**config.mk**
```make
export PLATFORM = sky130hd
export DESIGN_NAME = axi_lite_master
export DESIGN_NICKNAME = d
export VERILOG_FILES = /design/src/rtl/axi_lite_pkg.sv /design/src/rtl/axi_lite_master.sv
export SDC_FILE = /design/constraint.sdc
export NUM_CORES = 1
export LEC_CHECK = 0
export CORE_MARGIN = 2
export CORE_UTILIZATION = 35
export CTS_BUF_LIST = sky130_fd_sc_hd__clkbuf_16
export CTS_CLUSTER_DIAMETER = 60
export DETAILED_ROUTE_END_ITERATION = 7
export PLACE_DENSITY_LB_ADDON = 0.15
export SETUP_SLACK_MARGIN = 0.05
export SLEW_MARGIN = 10
export SYNTH_ARGS = -nofsm -noshare
export SYNTH_HDL_FRONTEND = slang
export SYNTH_SLANG_ARGS = --single-unit
```
**constraint.sdc**
```tcl
create_clock -name clk -period 2.25 [get_ports clk]
set_clock_uncertainty 0.1 [all_clocks]
set_input_delay 0.3375 -clock clk [delete_from_list [all_inputs] [get_ports clk]]
set_output_delay 0.3375 -clock clk [all_outputs]
set_load 0.005 [all_outputs]
```
**src/rtl/axi_lite_pkg.sv**
```systemverilog
// Shared AXI4-Lite definitions for the MMIO initiator: response codes,
// default protection attribute and the master FSM state encoding.
package axi_lite_pkg;

  localparam logic [1:0] RESP_OKAY   = 2'b00;
  localparam logic [1:0] RESP_EXOKAY = 2'b01;
  localparam logic [1:0] RESP_SLVERR = 2'b10;
  localparam logic [1:0] RESP_DECERR = 2'b11;

  // Unprivileged, secure, data access.
  localparam logic [2:0] AXI_PROT_DEFAULT = 3'b000;

  typedef enum logic [2:0] {
    IDLE,
    RD_ADDR,
    RD_DATA,
    WR_REQ,
    WR_RESP
  } axi_master_state_t;

  // Anything other than a plain OKAY is reported to the core as an error.
  function automatic logic resp_is_err(input logic [1:0] resp);
    return resp != RESP_OKAY;
  endfunction

endpackage

```
**src/rtl/axi_lite_master.sv**
```systemverilog
// AXI4-Lite initiator: turns the core's single-request memory port into
// AR/R or AW/W/B transactions, one outstanding at a time, no bursts.
// Optional build macro AXI_TIMEOUT_EN adds a watchdog that abandons a
// transaction after TIMEOUT_CYCLES cycles outside IDLE and reports an error.
module axi_lite_master
  import axi_lite_pkg::*;
#(
  parameter int ADDR_W         = 32,
  parameter int DATA_W         = 32,
  parameter int TIMEOUT_CYCLES = 1024
) (
  input  logic                  clk,
  input  logic                  rstn,
  // core request/response port
  input  logic                  req_valid,
  output logic                  req_ready,
  input  logic                  req_we,
  input  logic [ADDR_W-1:0]     req_addr,
  input  logic [DATA_W-1:0]     req_wdata,
  input  logic [DATA_W/8-1:0]   req_wstrb,
  output logic                  resp_valid,
  output logic [DATA_W-1:0]     resp_rdata,
  output logic                  resp_err,
  // read address channel
  output logic [ADDR_W-1:0]     axi_araddr,
  output logic                  axi_arvalid,
  input  logic                  axi_arready,
  output logic [2:0]            axi_arprot,
  // read data channel
  input  logic [DATA_W-1:0]     axi_rdata,
  input  logic [1:0]            axi_rresp,
  input  logic                  axi_rvalid,
  output logic                  axi_rready,
  // write address channel
  output logic [ADDR_W-1:0]     axi_awaddr,
  output logic                  axi_awvalid,
  input  logic                  axi_awready,
  output logic [2:0]            axi_awprot,
  // write data channel
  output logic [DATA_W-1:0]     axi_wdata,
  output logic [DATA_W/8-1:0]   axi_wstrb,
  output logic                  axi_wvalid,
  input  logic                  axi_wready,
  // write response channel
  input  logic [1:0]            axi_bresp,
  input  logic                  axi_bvalid,
  output logic                  axi_bready
);

  localparam int STRB_W = DATA_W / 8;

  // A watchdog shorter than two cycles cannot let any handshake complete.
  if (TIMEOUT_CYCLES < 2) begin : g_bad_timeout
    $error("axi_lite_master: TIMEOUT_CYCLES must be at least 2");
  end

  axi_master_state_t   state_q, state_d;
  logic [ADDR_W-1:0]   addr_q, addr_d;
  logic [DATA_W-1:0]   wdata_q, wdata_d;
  logic [STRB_W-1:0]   wstrb_q, wstrb_d;
  logic                arvalid_q, arvalid_d;
  logic                rready_q, rready_d;
  logic                awvalid_q, awvalid_d;
  logic                wvalid_q, wvalid_d;
  logic                bready_q, bready_d;
  logic                aw_done_q, aw_done_d;
  logic                w_done_q, w_done_d;
  logic                req_ready_q, req_ready_d;
  logic                resp_valid_q, resp_valid_d;
  logic [DATA_W-1:0]   resp_rdata_q, resp_rdata_d;
  logic                resp_err_q, resp_err_d;

`ifdef AXI_TIMEOUT_EN
  localparam int CNT_W = (TIMEOUT_CYCLES > 2) ? $clog2(TIMEOUT_CYCLES) : 1;
  logic [CNT_W-1:0]    cnt_q, cnt_d;
`endif

  // Next-state, channel control and response generation.
  always_comb begin
    // NOTE: every signal gets its hold value first so no path leaves one
    // unassigned; without this the tool would infer latches.
    state_d      = state_q;
    addr_d       = addr_q;
    wdata_d      = wdata_q;
    wstrb_d      = wstrb_q;
    arvalid_d    = arvalid_q;
    rready_d     = rready_q;
    awvalid_d    = awvalid_q;
    wvalid_d     = wvalid_q;
    bready_d     = bready_q;
    aw_done_d    = aw_done_q;
    w_done_d     = w_done_q;
    resp_valid_d = 1'b0;
    resp_rdata_d = resp_rdata_q;
    resp_err_d   = resp_err_q;
`ifdef AXI_TIMEOUT_EN
    cnt_d        = cnt_q;
`endif

    unique case (state_q)
      IDLE: begin
        if (req_valid && req_ready_q) begin
          addr_d  = req_addr;
          wdata_d = req_wdata;
          wstrb_d = req_wstrb;
          if (req_we) begin
            awvalid_d = 1'b1;
            wvalid_d  = 1'b1;
            aw_done_d = 1'b0;
            w_done_d  = 1'b0;
            state_d   = WR_REQ;
          end else begin
            arvalid_d = 1'b1;
            state_d   = RD_ADDR;
          end
        end
      end

      RD_ADDR: begin
        if (axi_arready) begin
          arvalid_d = 1'b0;
          rready_d  = 1'b1;
          state_d   = RD_DATA;
        end
      end

      RD_DATA: begin
        if (axi_rvalid) begin
          resp_rdata_d = axi_rdata;
          resp_err_d   = resp_is_err(axi_rresp);
          resp_valid_d = 1'b1;
          rready_d     = 1'b0;
          state_d      = IDLE;
        end
      end

      WR_REQ: begin
        // AW and W complete independently; each valid drops only on its ready.
        if (awvalid_q && axi_awready) begin
          awvalid_d = 1'b0;
          aw_done_d = 1'b1;
        end
        if (wvalid_q && axi_wready) begin
          wvalid_d = 1'b0;
          w_done_d = 1'b1;
        end
        if (aw_done_d && w_done_d) begin
          bready_d = 1'b1;
          state_d  = WR_RESP;
        end
      end

      WR_RESP: begin
        if (axi_bvalid) begin
          resp_rdata_d = '0;
          resp_err_d   = resp_is_err(axi_bresp);
          resp_valid_d = 1'b1;
          bready_d     = 1'b0;
          state_d      = IDLE;
        end
      end

      default: state_d = IDLE;
    endcase

`ifdef AXI_TIMEOUT_EN
    // Watchdog: abandon the transaction and report an error on expiry.
    if (state_q == IDLE) begin
      cnt_d = '0;
    end else if (cnt_q == CNT_W'(TIMEOUT_CYCLES - 1)) begin
      cnt_d        = '0;
      arvalid_d    = 1'b0;
      rready_d     = 1'b0;
      awvalid_d    = 1'b0;
      wvalid_d     = 1'b0;
      bready_d     = 1'b0;
      resp_rdata_d = '0;
      resp_err_d   = 1'b1;
      resp_valid_d = 1'b1;
      state_d      = IDLE;
    end else begin
      cnt_d = cnt_q + 1'b1;
    end
`endif

    // Accept a new request only once the response pulse has been seen.
    req_ready_d = (state_d == IDLE) && !resp_valid_d;
  end

  // State and output registers with synchronous active-low reset.
  always_ff @(posedge clk) begin
    if (!rstn) begin
      state_q      <= IDLE;
      addr_q       <= '0;
      wdata_q      <= '0;
      wstrb_q      <= '0;
      arvalid_q    <= 1'b0;
      rready_q     <= 1'b0;
      awvalid_q    <= 1'b0;
      wvalid_q     <= 1'b0;
      bready_q     <= 1'b0;
      aw_done_q    <= 1'b0;
      w_done_q     <= 1'b0;
      req_ready_q  <= 1'b1;
      resp_valid_q <= 1'b0;
      resp_rdata_q <= '0;
      resp_err_q   <= 1'b0;
`ifdef AXI_TIMEOUT_EN
      cnt_q        <= '0;
`endif
    end else begin
      // NOTE: non-blocking assignments keep every flop sampling the
      // pre-edge values, independent of statement order.
      state_q      <= state_d;
      addr_q       <= addr_d;
      wdata_q      <= wdata_d;
      wstrb_q      <= wstrb_d;
      arvalid_q    <= arvalid_d;
      rready_q     <= rready_d;
      awvalid_q    <= awvalid_d;
      wvalid_q     <= wvalid_d;
      bready_q     <= bready_d;
      aw_done_q    <= aw_done_d;
      w_done_q     <= w_done_d;
      req_ready_q  <= req_ready_d;
      resp_valid_q <= resp_valid_d;
      resp_rdata_q <= resp_rdata_d;
      resp_err_q   <= resp_err_d;
`ifdef AXI_TIMEOUT_EN
      cnt_q        <= cnt_d;
`endif
    end
  end

  assign req_ready   = req_ready_q;
  assign resp_valid  = resp_valid_q;
  assign resp_rdata  = resp_rdata_q;
  assign resp_err    = resp_err_q;

  assign axi_araddr  = addr_q;
  assign axi_arvalid = arvalid_q;
  assign axi_arprot  = AXI_PROT_DEFAULT;
  assign axi_rready  = rready_q;

  assign axi_awaddr  = addr_q;
  assign axi_awvalid = awvalid_q;
  assign axi_awprot  = AXI_PROT_DEFAULT;
  assign axi_wdata   = wdata_q;
  assign axi_wstrb   = wstrb_q;
  assign axi_wvalid  = wvalid_q;
  assign axi_bready  = bready_q;

endmodule

```
==> results of run 1 <==
## cell type report
cell class / count / area, sq um
clock buffer: 17 / 425
clock inverter: 15 / 193
fill: 1132 / 5040
inverter: 1 / 3.75
multi-input combinational: 327 / 1840
sequential: 113 / 2260
tap: 172 / 215
timing repair buffer: 260 / 2640
## kinds of logic after synthesis
kind of cell           count (synthesis)  synth area share, %
other                                  1               0.0830
buffers and inverters                 74                 10.0
flip-flops                           113                 50.1
AO/OA/AOI/OAI                        121                 20.2
AND/OR/NAND/NOR                      200                 19.6
## worst min-delay path by stage
stage	from	endpoint	slack, ns	cells past startpoint
after detailed placement	axi_wdata[18]	axi_wdata[18]	0.34	2
after global placement	axi_wdata[11]	axi_wdata[11]	0.34	2
after CTS	req_addr[30]	axi_araddr[30]	0.35	3
after floorplan	w_done_q	w_done_q	0.33	2
final	axi_wdata[1]	axi_wdata[1]	0.35	2
after global routing	req_wstrb[3]	axi_wstrb[3]	0.36	3
## registers in the layout (all words and copies together) (netlist names), 3 cells and up
register    cells
axi_wdata      32
resp_rdata     32
axi_araddr     32
state_q         3
axi_wstrb       4
## per-stage QoR
stage / power, mW / std cells
floorplan: 2.80 / 514
global placement: 3.44 / 873
detailed placement: 3.46 / 873
CTS: 6.25 / 905
global route: 6.46 / 905
finish: 6.18 / 905
## power breakdown
part | internal, mW | switching [mW]
combinational | 0.691 | 0.449
clock | 1.84 | 0.934
sequential | 2.16 | 0.104
## layer usage
layer | part of all wire [%] | up-vias | global-route usage [%]
li1 | - | 2071 | -
met1 | 40 | 1899 | 20.2
met2 | 48 | 181 | 31.5
met3 | 9.0 | 32 | 8.77
met4 | 3.7 | 0 | 9.86
met5 | 0 | - | 0
## layout by cell type (no fill, tap or decap), types with 2 or more instances in the layout
cell type,instances
dfxtp_1,113
bufinv_16,4
buf_4,3
a21oi_1,6
clkdlybuf4s50_1,251
nor2_1,5
and2_1,2
clkinv_2,3
conb_1,6
nand2b_1,2
a22oi_1,32
clkinvlp_4,6
o21ai_0,3
nor2b_1,36
buf_12,5
nand3_1,2
nand2_1,144
clkbuf_16,17
a21boi_1,70
o211a_1,2
and3b_1,2
nor3b_1,3
==> flow_summary.html, run 1 <==
<table>
<tr><th>Metric</th><th>Value</th></tr>
<tr><th colspan="2">Critical path</th></tr>
<tr><td>Critical path capture point</td><td>axi_awaddr[25]</td></tr>
<tr><td>Biggest fanout along the worst timing path</td><td>3</td></tr>
<tr><td>Crit path max-delay family</td><td>buffers and inverters</td></tr>
<tr><td>Buffers and inverters on the worst path</td><td>1</td></tr>
<tr><td>Endpoint arrival time on the critical path</td><td>between 1 and 1.5 ns</td></tr>
<tr><td>Type of destination of the critical path</td><td>primary output</td></tr>
<tr><td>Critical path startpoint category</td><td>flop</td></tr>
<tr><td>Instance count on the critical path</td><td>1</td></tr>
<tr><td>Slowest stage delay, CP</td><td>about 0.53 ns</td></tr>
<tr><td>Category of the most critical setup path</td><td>reg2out</td></tr>
<tr><td>Data required time at the worst endpoint</td><td>1.81 ns</td></tr>
<tr><td>Register-to-Register Setup Slack</td><td>about 0.46 ns</td></tr>
<tr><td>Cell at the slowest stage of the critical path</td><td>clkdlybuf4s50_1</td></tr>
<tr><td>Worst r2r src</td><td>state_q[2]</td></tr>
<tr><td>Sequence of cells on the critical path</td><td>clkdlybuf4s50_1</td></tr>
<tr><td>Crit path from</td><td>axi_araddr[25]</td></tr>
<tr><td>Critical register-to-register path endpoint</td><td>axi_wdata[11]</td></tr>
<tr><td>Length in cells of the worst reg-to-reg path</td><td>5</td></tr>
<tr><th colspan="2">Synthesis</th></tr>
<tr><td>Top-count cell post-synth</td><td>nand2_1</td></tr>
<tr><td>Async set or reset register ratio after synthesis</td><td>0%</td></tr>
<tr><td>Share of the yosys chip area belonging to registers</td><td>50.1%</td></tr>
<tr><td>Most used flip-flop cell after synthesis</td><td>dfxtp_1</td></tr>
<tr><td>Portion of synthesized cell area occupied by the leading cell type</td><td>50.1%</td></tr>
<tr><td>Mean post-synth cell area</td><td>between 8 and 9 sq um</td></tr>
<tr><td>Yosys Warn Count</td><td>0</td></tr>
<tr><td>Synthesized area</td><td>roughly 4500 sq um</td></tr>
<tr><td>Count of mapped cells out of synthesis</td><td>about 500</td></tr>
<tr><td>Count of cell types in the netlist</td><td>30</td></tr>
<tr><td>Number of synthesized register bits</td><td>around 110</td></tr>
<tr><td>Cell accounting for the most synthesized area</td><td>dfxtp_1</td></tr>
<tr><td>Most area-consuming cells after synthesis</td><td>dfxtp_1 (50%), nand2_1 (12%), a21boi_1 (12%)</td></tr>
<tr><td>Top cells by count, synth</td><td>nand2_1 (145), dfxtp_1 (113), a21boi_1 (70), buf_4 (41), nor2b_1 (36)</td></tr>
<tr><td>Number of enable-type register cells in the synthesized netlist</td><td>0</td></tr>
<tr><th colspan="2">CTS</th></tr>
<tr><td>Number of clock sinks</td><td>around 110</td></tr>
<tr><td>Post-CTS sizing</td><td>0</td></tr>
<tr><td>Hold-fix buffers, CTS</td><td>0</td></tr>
<tr><td>Number of post-CTS setup repair buffers</td><td>0</td></tr>
<tr><td>Root buf cell</td><td>clkbuf_16</td></tr>
<tr><td>TritonCTS clock tree</td><td>yes</td></tr>
<tr><td>Worst-Skew Late Latency</td><td>0.41 ns</td></tr>
<tr><td>Number of buffers on the longest clock path</td><td>2</td></tr>
<tr><td>TritonCTS buffer count</td><td>17</td></tr>
<tr><td>Number of levels in the clock H-tree</td><td>4</td></tr>
<tr><td>Worst-path clk slew</td><td>about 0.050 ns</td></tr>
<tr><th colspan="2">Die</th></tr>
<tr><td>I/O pin total</td><td>roughly 260</td></tr>
<tr><td>Overall die width</td><td>~120 um</td></tr>
<tr><td>Initial standard-cell utilization of the core</td><td>between 30% and 40%</td></tr>
<tr><td>Number of cell rows</td><td>41</td></tr>
<tr><td>Die Ht</td><td>roughly 120 um</td></tr>
<tr><td>Area of the placeable core</td><td>12600 sq um</td></tr>
<tr><td>Total Die Area</td><td>around 14000 sq um</td></tr>
<tr><th colspan="2">Timing</th></tr>
<tr><td>Worst max-slew margin expressed relative to the limit</td><td>between 60% and 70%</td></tr>
<tr><td>Unrepaired setup endpoints after global routing</td><td>false</td></tr>
<tr><td>Setup Total Neg Slack</td><td>0 ns</td></tr>
<tr><td>Count of final setup violators</td><td>0</td></tr>
<tr><td>Final Hold Vio Count</td><td>0</td></tr>
<tr><td>Number of max-slew violations in the final report</td><td>0</td></tr>
<tr><td>Final critical-path required period</td><td>1.79 ns</td></tr>
<tr><td>Worst hold-check slack</td><td>between 0.3 and 0.4 ns</td></tr>
<tr><td>Ratio of final minimum period to clock period</td><td>between 70% and 80%</td></tr>
<tr><td>Worst-margin pin slew</td><td>0.567 ns</td></tr>
<tr><td>PnR worst setup slack</td><td>~0.46 ns</td></tr>
<tr><td>Peak clock frequency supported by timing</td><td>between 0.5 and 0.6 GHz</td></tr>
<tr><th colspan="2">Global routing</th></tr>
<tr><td>GRT Total Usage</td><td>19.0%</td></tr>
<tr><td>Overall overflow remaining after global route</td><td>0</td></tr>
<tr><td>First-pass GRT wire length</td><td>between 20 and 25 mm</td></tr>
<tr><td>Maximum number of pins on one net before global-route repair</td><td>a little under 70</td></tr>
<tr><td>Vias in the first global route</td><td>roughly 4200</td></tr>
<tr><td>Initial antenna violation count</td><td>0</td></tr>
<tr><th colspan="2">Cells and area</th></tr>
<tr><td>Fraction of final layout cells with drive strength greater than 1</td><td>about 6.3%</td></tr>
<tr><td>Layout Nets</td><td>approximately 830</td></tr>
<tr><td>Post-route design area</td><td>7580 sq um</td></tr>
<tr><td>Core occupancy in the finished layout</td><td>60.1%</td></tr>
<tr><td>Ant. Diodes</td><td>0</td></tr>
<tr><td>Layout overhead on the synthesized area</td><td>67.8%</td></tr>
<tr><th colspan="2">Routing</th></tr>
<tr><td>Remaining DRCs</td><td>0</td></tr>
<tr><td>Final ANT Viol Nets</td><td>0</td></tr>
<tr><td>Routed len/inst</td><td>between 10 and 15 um</td></tr>
<tr><td>Ratio of routed vias to standard cells</td><td>around 4.6</td></tr>
<tr><td>Detailed Routing Iterations Pass 1</td><td>4</td></tr>
<tr><td>Violation count after the first detailed-routing iteration</td><td>200</td></tr>
<tr><td>Routed WL</td><td>13.2 mm</td></tr>
<tr><td>Detailed-route via count</td><td>4183</td></tr>
<tr><th colspan="2">Run</th></tr>
<tr><td>Max-Cap Viols</td><td>0</td></tr>
<tr><th colspan="2">Place</th></tr>
<tr><td>HPWL Detailed</td><td>about 9.6 mm</td></tr>
<tr><td>Post-Place Setup Slack</td><td>0.191 ns</td></tr>
<tr><td>IO buf count</td><td>252</td></tr>
<tr><td>Placed cell areas</td><td>approximately 7000 sq um</td></tr>
<tr><td>Placer congestion estimate</td><td>between 0.7 and 0.8</td></tr>
<tr><th colspan="2">Power</th></tr>
<tr><td>Peak supply drop</td><td>0.671 mV</td></tr>
<tr><td>Power density normalized to cell area</td><td>slightly above 800 nW/um^2</td></tr>
<tr><td>Leakage power figure</td><td>2.74 nW</td></tr>
<tr><th colspan="2">Status</th></tr>
<tr><td>Result of the run</td><td>finished, final reports clean</td></tr>
<tr><th colspan="2">Worst hold path</th></tr>
<tr><td>Type of the most critical hold path</td><td>reg2reg</td></tr>
</table>
Note: power is estimated with default switching activity, not from simulation.
==> inputs of run 2 (changes only) <==
==> constraint.sdc (replaced) <==
create_clock -name clk -period 1.7 [get_ports clk]
set_clock_uncertainty 0.1 [all_clocks]
set_input_delay 0.255 -clock clk [delete_from_list [all_inputs] [get_ports clk]]
set_output_delay 0.255 -clock clk [all_outputs]
set_load 0.005 [all_outputs]
==> flow_summary.html, run 2 (same netlist as run 1, synthesis figures left out) <==
<table>
<tr><th>Metric</th><th>Value</th></tr>
<tr><th colspan="2">Critical path</th></tr>
<tr><td>Critical register-to-register path endpoint</td><td>axi_wdata[23] (was axi_wdata[11])</td></tr>
<tr><td>Critical path startpoint category</td><td>flop (unchanged)</td></tr>
<tr><td>Instance count on the critical path</td><td>1 (unchanged)</td></tr>
<tr><td>Worst r2r src</td><td>state_q[2] (unchanged)</td></tr>
<tr><td>Register-to-Register Setup Slack</td><td>0.17 ns (was 0.46 ns)</td></tr>
<tr><td>Crit path from</td><td>axi_araddr[10] (was axi_araddr[25])</td></tr>
<tr><td>Type of destination of the critical path</td><td>primary output (unchanged)</td></tr>
<tr><td>Length in cells of the worst reg-to-reg path</td><td>6 (was 5)</td></tr>
<tr><td>Buffers and inverters on the worst path</td><td>1 (unchanged)</td></tr>
<tr><td>Cell at the slowest stage of the critical path</td><td>clkdlybuf4s50_1 (unchanged)</td></tr>
<tr><td>Biggest fanout along the worst timing path</td><td>3 (unchanged)</td></tr>
<tr><td>Critical path capture point</td><td>axi_awaddr[10] (was axi_awaddr[25])</td></tr>
<tr><td>Slowest stage delay, CP</td><td>0.52 ns (was 0.53 ns)</td></tr>
<tr><td>Sequence of cells on the critical path</td><td>clkdlybuf4s50_1 (unchanged)</td></tr>
<tr><td>Endpoint arrival time on the critical path</td><td>1.27 ns (was 1.36 ns)</td></tr>
<tr><td>Category of the most critical setup path</td><td>reg2out (unchanged)</td></tr>
<tr><td>Crit path max-delay family</td><td>buffers and inverters (unchanged)</td></tr>
<tr><td>Data required time at the worst endpoint</td><td>1.34 ns (was 1.81 ns)</td></tr>
<tr><th colspan="2">Place</th></tr>
<tr><td>HPWL Detailed</td><td>9.84 mm (was 9.64 mm)</td></tr>
<tr><td>IO buf count</td><td>252 (unchanged)</td></tr>
<tr><td>Placed Instances</td><td>886 (was 873)</td></tr>
<tr><td>Placer congestion estimate</td><td>0.805 (was 0.778)</td></tr>
<tr><th colspan="2">Power</th></tr>
<tr><td>Internal Power</td><td>6.35 mW (was 4.69 mW)</td></tr>
<tr><td>Power density normalized to cell area</td><td>1060 nW/um^2 (was 815 nW/um^2)</td></tr>
<tr><td>Peak supply drop</td><td>0.885 mV (was 0.671 mV)</td></tr>
<tr><td>Switching power share of the total</td><td>23.3% (was 24.1%)</td></tr>
<tr><td>Power share of the sequential group</td><td>36.4% (was 36.7%)</td></tr>
<tr><td>Leakage power figure</td><td>3.68 nW (was 2.74 nW)</td></tr>
<tr><td>Clock network fraction of total power</td><td>45.1% (was 44.9%)</td></tr>
<tr><td>Net switching power</td><td>1.93 mW (was 1.49 mW)</td></tr>
<tr><td>Logic gate share of total power</td><td>18.5% (about the same)</td></tr>
<tr><th colspan="2">Cells and area</th></tr>
<tr><td>Most common library cell in the layout ignoring fill and taps</td><td>clkdlybuf4s50_1 (unchanged)</td></tr>
<tr><td>Most frequent cells in the layout</td><td>clkdlybuf4s50_1 (187), nand2_1 (144), dfxtp_1 (84) (was clkdlybuf4s50_1 (251), nand2_1 (144), dfxtp_1 (113))</td></tr>
<tr><td>Layout Nets</td><td>847 (was 833)</td></tr>
<tr><td>Layout overhead on the synthesized area</td><td>72.9% (was 67.8%)</td></tr>
<tr><td>Fraction of final layout cells with drive strength greater than 1</td><td>11.2% (was 6.28%)</td></tr>
<tr><td>Number of cells in the finished layout apart from fillers</td><td>919 (was 905)</td></tr>
<tr><td>Ant. Diodes</td><td>0 (unchanged)</td></tr>
<tr><th colspan="2">Timing</th></tr>
<tr><td>Final critical-path required period</td><td>1.62 ns</td></tr>
<tr><td>Final Hold Vio Count</td><td>0 (unchanged)</td></tr>
<tr><td>Number of max-slew violations in the final report</td><td>0 (unchanged)</td></tr>
<tr><td>Count of final setup violators</td><td>0 (unchanged)</td></tr>
<tr><td>Ratio of final minimum period to clock period</td><td>95.4%</td></tr>
<tr><td>Peak clock frequency supported by timing</td><td>a little over 0.6 GHz</td></tr>
<tr><td>Unrepaired setup endpoints after global routing</td><td>false (unchanged)</td></tr>
<tr><td>Worst hold-check slack</td><td>0.0751 ns (was 0.351 ns)</td></tr>
<tr><th colspan="2">CTS</th></tr>
<tr><td>Number of clock sinks</td><td>113 (unchanged)</td></tr>
<tr><td>Hold-fix buffers, CTS</td><td>0 (unchanged)</td></tr>
<tr><td>Worst-Skew Late Latency</td><td>0.40 ns (was 0.41 ns)</td></tr>
<tr><td>Number of levels in the clock H-tree</td><td>4 (unchanged)</td></tr>
<tr><td>Number of buffers on the longest clock path</td><td>2 (unchanged)</td></tr>
<tr><td>Worst-path clk slew</td><td>0.05 ns (about the same)</td></tr>
<tr><td>Root buf cell</td><td>clkbuf_16 (unchanged)</td></tr>
<tr><td>TritonCTS clock tree</td><td>yes (unchanged)</td></tr>
<tr><td>TritonCTS buffer count</td><td>17 (unchanged)</td></tr>
<tr><th colspan="2">Routing</th></tr>
<tr><td>Routed WL</td><td>13.5 mm (was 13.2 mm)</td></tr>
<tr><td>Final ANT Viol Nets</td><td>0 (unchanged)</td></tr>
<tr><td>Routed len/inst</td><td>14.7 um (was 14.6 um)</td></tr>
<tr><td>Detailed Routing Iterations Pass 1</td><td>4 (unchanged)</td></tr>
<tr><td>Ratio of routed vias to standard cells</td><td>4.61 (was 4.62)</td></tr>
<tr><td>Detailed-route via count</td><td>4232 (was 4183)</td></tr>
<tr><td>Remaining DRCs</td><td>0 (unchanged)</td></tr>
<tr><td>Violation count after the first detailed-routing iteration</td><td>287 (was 200)</td></tr>
<tr><th colspan="2">Status</th></tr>
<tr><td>Result of the run</td><td>finished, final reports clean (unchanged)</td></tr>
<tr><th colspan="2">Die</th></tr>
<tr><td>Overall die width</td><td>118 um (unchanged)</td></tr>
<tr><td>Total Die Area</td><td>13800 sq um (unchanged)</td></tr>
<tr><td>I/O pin total</td><td>259 (unchanged)</td></tr>
<tr><td>Die Ht</td><td>118 um (unchanged)</td></tr>
<tr><td>Number of cell rows</td><td>41 (unchanged)</td></tr>
<tr><td>Initial standard-cell utilization of the core</td><td>35.8% (unchanged)</td></tr>
<tr><td>Area of the placeable core</td><td>12600 sq um (unchanged)</td></tr>
<tr><th colspan="2">Global routing</th></tr>
<tr><td>Overall overflow remaining after global route</td><td>0 (unchanged)</td></tr>
<tr><td>Initial antenna violation count</td><td>0 (unchanged)</td></tr>
<tr><td>First-pass GRT wire length</td><td>21.3 mm (was 20.9 mm)</td></tr>
<tr><td>Vias in the first global route</td><td>4154 (was 4166)</td></tr>
<tr><td>GRT Total Usage</td><td>19.3% (was 19.0%)</td></tr>
<tr><td>Maximum number of pins on one net before global-route repair</td><td>53 (was 69)</td></tr>
<tr><th colspan="2">Worst hold path</th></tr>
<tr><td>Hold depth</td><td>2 (unchanged)</td></tr>
<tr><td>Type of the most critical hold path</td><td>in2reg (was reg2reg)</td></tr>
<tr><th colspan="2">Run</th></tr>
<tr><td>Max-Cap Viols</td><td>0 (unchanged)</td></tr>
</table>
[run 2: area by class of cell]
class / count / area [sq um]
timing repair buffer: 274 / 2830
inverter: 1 / 3.75
multi-input combinational: 327 / 1840
fill: 1104 / 4810
tap: 172 / 215
clock buffer: 17 / 425
sequential: 113 / 2300
clock inverter: 15 / 198
[run 2: how the worst min path moves through the flow]
| stage | from | end | slack [ns] |
|---|---|---|---|
| floorplan | req_wdata[0] | axi_wdata[0] | 0.29 |
| global placement | axi_wdata[11] | axi_wdata[11] | 0.34 |
| detailed placement | axi_wdata[26] | axi_wdata[26] | 0.35 |
| CTS | rstn | axi_rready | 0.05 |
| global route | rstn | axi_rready | 0.06 |
| finish | rstn | axi_rready | 0.08 |
[run 2: what timing repair did]
action,in CTS,in global routing
setup buffers,0,1
resized for setup,39,56
setup endpoints to repair,54,146
[run 2: per-stage QoR]
step	utilization (%)	power [mW]	setup slack (ns)	setup TNS, ns	area, sq um
after floorplan	-	3.71	0.166	0	4540
after global placement	55.8	4.61	-0.104	-2.87	7050
after detailed placement	55.8	4.65	-0.150	-4.40	7050
after CTS	60.8	8.42	0.0417	0	7670
after global routing	61.9	8.64	0.0298	0	7810
final	61.9	8.28	0.0783	0	7810
[run 2: power by group through the flow]
stage	clock, mW	combinational (mW)	sequential (mW)
final	3.74	1.53	3.01
after global placement	0	1.57	3.05
after CTS	3.83	1.57	3.01
after global routing	3.93	1.67	3.04
after floorplan	0	0.661	3.05
after detailed placement	0	1.59	3.06
[run 2: routing by layer]
layer	GRT usage, %	wire (um)
met1	21.7	5500
met5	0	0
met4	7.98	280
met3	8.53	1140
met2	31.8	6610
==> inputs of run 3 (changes only) <==
--- a/config.mk
+++ b/config.mk
@@ -7,10 +7,11 @@
 export LEC_CHECK = 0
 export CORE_MARGIN = 2
 export CORE_UTILIZATION = 35
-export CTS_BUF_LIST = sky130_fd_sc_hd__clkbuf_16
+export CTS_BUF_LIST = sky130_fd_sc_hd__clkbuf_2
 export CTS_CLUSTER_DIAMETER = 60
 export DETAILED_ROUTE_END_ITERATION = 7
 export PLACE_DENSITY_LB_ADDON = 0.15
+export RECOVER_POWER = 50
 export SETUP_SLACK_MARGIN = 0.05
 export SLEW_MARGIN = 10
 export SYNTH_ARGS = -nofsm -noshare
==> flow_summary.html, run 3 (same netlist as run 1, synthesis figures left out) <==
<table>
<tr><th>Metric</th><th>Value</th></tr>
<tr><th colspan="2">Status</th></tr>
<tr><td>Result of the run</td><td>finished, final reports clean (unchanged)</td></tr>
<tr><th colspan="2">Critical path</th></tr>
<tr><td>Category of the most critical setup path</td><td>reg2out (unchanged)</td></tr>
<tr><td>Endpoint arrival time on the critical path</td><td>1.26 ns (was 1.27 ns)</td></tr>
<tr><td>Sequence of cells on the critical path</td><td>buf_6, buf_6 (was clkdlybuf4s50_1)</td></tr>
<tr><td>Critical path startpoint category</td><td>flop (unchanged)</td></tr>
<tr><td>Slowest stage delay, CP</td><td>0.37 ns (was 0.52 ns)</td></tr>
<tr><td>Type of destination of the critical path</td><td>primary output (unchanged)</td></tr>
<tr><td>Top cell by count, worst path</td><td>buf_6</td></tr>
<tr><td>Cell at the slowest stage of the critical path</td><td>dfxtp_2 (was clkdlybuf4s50_1)</td></tr>
<tr><td>Biggest fanout along the worst timing path</td><td>2 (was 3)</td></tr>
<tr><td>Data required time at the worst endpoint</td><td>1.34 ns (about the same)</td></tr>
<tr><th colspan="2">Cells and area</th></tr>
<tr><td>Layout overhead on the synthesized area</td><td>77.2% (was 72.9%)</td></tr>
<tr><td>Number of cells in the finished layout apart from fillers</td><td>1032 (was 919)</td></tr>
<tr><td>Most frequent cells in the layout</td><td>nand2_1 (145), clkdlybuf4s50_1 (111), buf_2 (92) (was clkdlybuf4s50_1 (187), nand2_1 (144), dfxtp_1 (84))</td></tr>
<tr><td>Layout Nets</td><td>960 (was 847)</td></tr>
<tr><td>Fraction of final layout cells with drive strength greater than 1</td><td>37.3% (was 11.2%)</td></tr>
<tr><td>Filler Cells Inserted</td><td>1110 (was 1104)</td></tr>
<tr><td>Ant. Diodes</td><td>0 (unchanged)</td></tr>
<tr><td>Most common library cell in the layout ignoring fill and taps</td><td>nand2_1 (was clkdlybuf4s50_1)</td></tr>
<tr><td>Core occupancy in the finished layout</td><td>63.4% (was 61.9%)</td></tr>
<tr><th colspan="2">CTS</th></tr>
<tr><td>TritonCTS clock tree</td><td>yes (unchanged)</td></tr>
<tr><td>Number of clock sinks</td><td>113 (unchanged)</td></tr>
<tr><td>Root buf cell</td><td>clkbuf_2 (was clkbuf_16)</td></tr>
<tr><td>Worst-path clk slew</td><td>0.17 ns (was 0.05 ns)</td></tr>
<tr><td>Worst-Skew Late Latency</td><td>0.67 ns (was 0.40 ns)</td></tr>
<tr><td>Number of buffers on the longest clock path</td><td>2 (unchanged)</td></tr>
<tr><td>Number of levels in the clock H-tree</td><td>4 (unchanged)</td></tr>
<tr><td>TritonCTS buffer count</td><td>17 (unchanged)</td></tr>
<tr><th colspan="2">Run</th></tr>
<tr><td>Max-Cap Viols</td><td>0 (unchanged)</td></tr>
<tr><th colspan="2">Global routing</th></tr>
<tr><td>First-pass GRT wire length</td><td>24.2 mm (was 21.3 mm)</td></tr>
<tr><td>Initial antenna violation count</td><td>0 (unchanged)</td></tr>
<tr><td>Overall overflow remaining after global route</td><td>0 (unchanged)</td></tr>
<tr><td>GRT Total Usage</td><td>21.8% (was 19.3%)</td></tr>
<tr><td>Maximum number of pins on one net before global-route repair</td><td>53 (unchanged)</td></tr>
<tr><td>Vias in the first global route</td><td>4745 (was 4154)</td></tr>
<tr><th colspan="2">Timing</th></tr>
<tr><td>Final critical-path required period</td><td>1.61 ns (was 1.62 ns)</td></tr>
<tr><td>Peak clock frequency supported by timing</td><td>0.619 GHz (was 0.617 GHz)</td></tr>
<tr><td>Count of final setup violators</td><td>0 (unchanged)</td></tr>
<tr><td>Number of max-slew violations in the final report</td><td>0 (unchanged)</td></tr>
<tr><td>Ratio of final minimum period to clock period</td><td>95.0% (was 95.4%)</td></tr>
<tr><td>Final Hold Vio Count</td><td>0 (unchanged)</td></tr>
<tr><td>Unrepaired setup endpoints after global routing</td><td>true (was false)</td></tr>
<tr><th colspan="2">Routing</th></tr>
<tr><td>Final ANT Viol Nets</td><td>0 (unchanged)</td></tr>
<tr><td>Routed WL</td><td>15.5 mm (was 13.5 mm)</td></tr>
<tr><td>Violation count after the first detailed-routing iteration</td><td>266 (was 287)</td></tr>
<tr><td>Ratio of routed vias to standard cells</td><td>4.62 (was 4.61)</td></tr>
<tr><td>Routed len/inst</td><td>15.1 um (was 14.7 um)</td></tr>
<tr><td>Detailed-route via count</td><td>4765 (was 4232)</td></tr>
<tr><td>Detailed Routing Iterations Pass 1</td><td>4 (unchanged)</td></tr>
<tr><td>Remaining DRCs</td><td>0 (unchanged)</td></tr>
<tr><th colspan="2">Die</th></tr>
<tr><td>Initial standard-cell utilization of the core</td><td>35.8% (unchanged)</td></tr>
<tr><td>Total Die Area</td><td>13800 sq um (unchanged)</td></tr>
<tr><td>Area of the placeable core</td><td>12600 sq um (unchanged)</td></tr>
<tr><td>Overall die width</td><td>118 um (unchanged)</td></tr>
<tr><td>Number of cell rows</td><td>41 (unchanged)</td></tr>
<tr><td>I/O pin total</td><td>259 (unchanged)</td></tr>
<tr><td>Die Ht</td><td>118 um (unchanged)</td></tr>
<tr><th colspan="2">Place</th></tr>
<tr><td>Placed Instances</td><td>886 (unchanged)</td></tr>
<tr><td>Placer congestion estimate</td><td>0.805 (unchanged)</td></tr>
<tr><td>HPWL Detailed</td><td>9.84 mm (unchanged)</td></tr>
<tr><td>IO buf count</td><td>252 (unchanged)</td></tr>
<tr><th colspan="2">Worst hold path</th></tr>
<tr><td>Type of the most critical hold path</td><td>in2reg (unchanged)</td></tr>
<tr><th colspan="2">Power</th></tr>
<tr><td>Leakage power figure</td><td>3.50 nW (was 3.68 nW)</td></tr>
<tr><td>Peak supply drop</td><td>0.538 mV (was 0.885 mV)</td></tr>
<tr><td>Power density normalized to cell area</td><td>854 nW/um^2 (was 1060 nW/um^2)</td></tr>
<tr><td>Total power after layout</td><td>6.83 mW (was 8.28 mW)</td></tr>
</table>
-- run 3: cell types whose count changed in the layout (fill, tap and decap cells not counted), moves of 43 or more --
| cell | delta |
|---|---|
| dlymetal6s2s_1 | -45 |
| buf_2 | +91 |
| clkdlybuf4s50_1 | -76 |
| clkbuf_2 | +43 |
| dfxtp_2 | +52 |
| buf_6 | +48 |
| dfxtp_1 | -54 |
| dlygate4sd3_1 | +69 |
-- run 3: timing repair --
item / in CTS / in global routing
buffers inserted: 35 / 10
hold buffers: 69 / 0
resized for setup: 649 / 49
endpoints found under the hold margin: 99 / 0
endpoints found under the setup margin: 144 / 134
-- run 3: path summary, 6_finish.rpt --
| check | from | to | slack [ns] | cells past startpoint |
|---|---|---|---|---|
| max | axi_araddr[23] | axi_araddr[23] | 0.09 | 2 |
| min | axi_rdata[30] | resp_rdata[30] | 0.11 | 3 |
| max reg2reg | state_q[0] | resp_rdata[1] | 0.09 | 6 |
| min reg2reg | axi_wstrb[2] | axi_wstrb[2] | 0.36 | 2 |
-- run 3: critical path, delay by kind of cell (launching register included) --
family | cells | cell delay, ns
buffers and inverters | 2 | 0.21
DFF | 1 | 0.37
-- run 3: layer usage --
layer | wire length (um) | vias up | global-route usage (%)
met2 | 8030 | 184 | 38.6
met4 | 264 | 0 | 7.53
met1 | 6110 | 2239 | 23.5
met3 | 1140 | 22 | 8.91
li1 | - | 2320 | -
met5 | 0 | - | 0
-- run 3: layout make-up --
cell class / count / area, sq um / area share [%]
clock buffers: 18 / 90.1 / 1.13
clock inverters: 14 / 194 / 2.42
inverters: 1 / 3.75 / 0.0469
multi-input cells: 327 / 1830 / 22.9
flip-flops and latches: 113 / 2370 / 29.7
well taps: 172 / 215 / 2.69
repair buffers: 387 / 3290 / 41.1
-- run 3: power by group --
| group | internal (mW) | switching, mW |
|---|---|---|
| registers | 2.88 | 0.135 |
| logic | 1.00 | 0.712 |
| clock network | 1.09 | 1.01 |
| total | 4.98 | 1.86 |
-- run 3: stage by stage --
stage	hold slack [ns]	instance area (sq um)	worst slack (ns)	TNS, ns
global route	0.0519	8000	-0.0234	-0.180
detailed placement	0.345	7050	-0.150	-4.40
CTS	0.0451	8150	0.00288	0
floorplan	0.290	4540	0.166	0
finish	0.110	8000	0.0851	0
global placement	0.340	7050	-0.104	-2.87
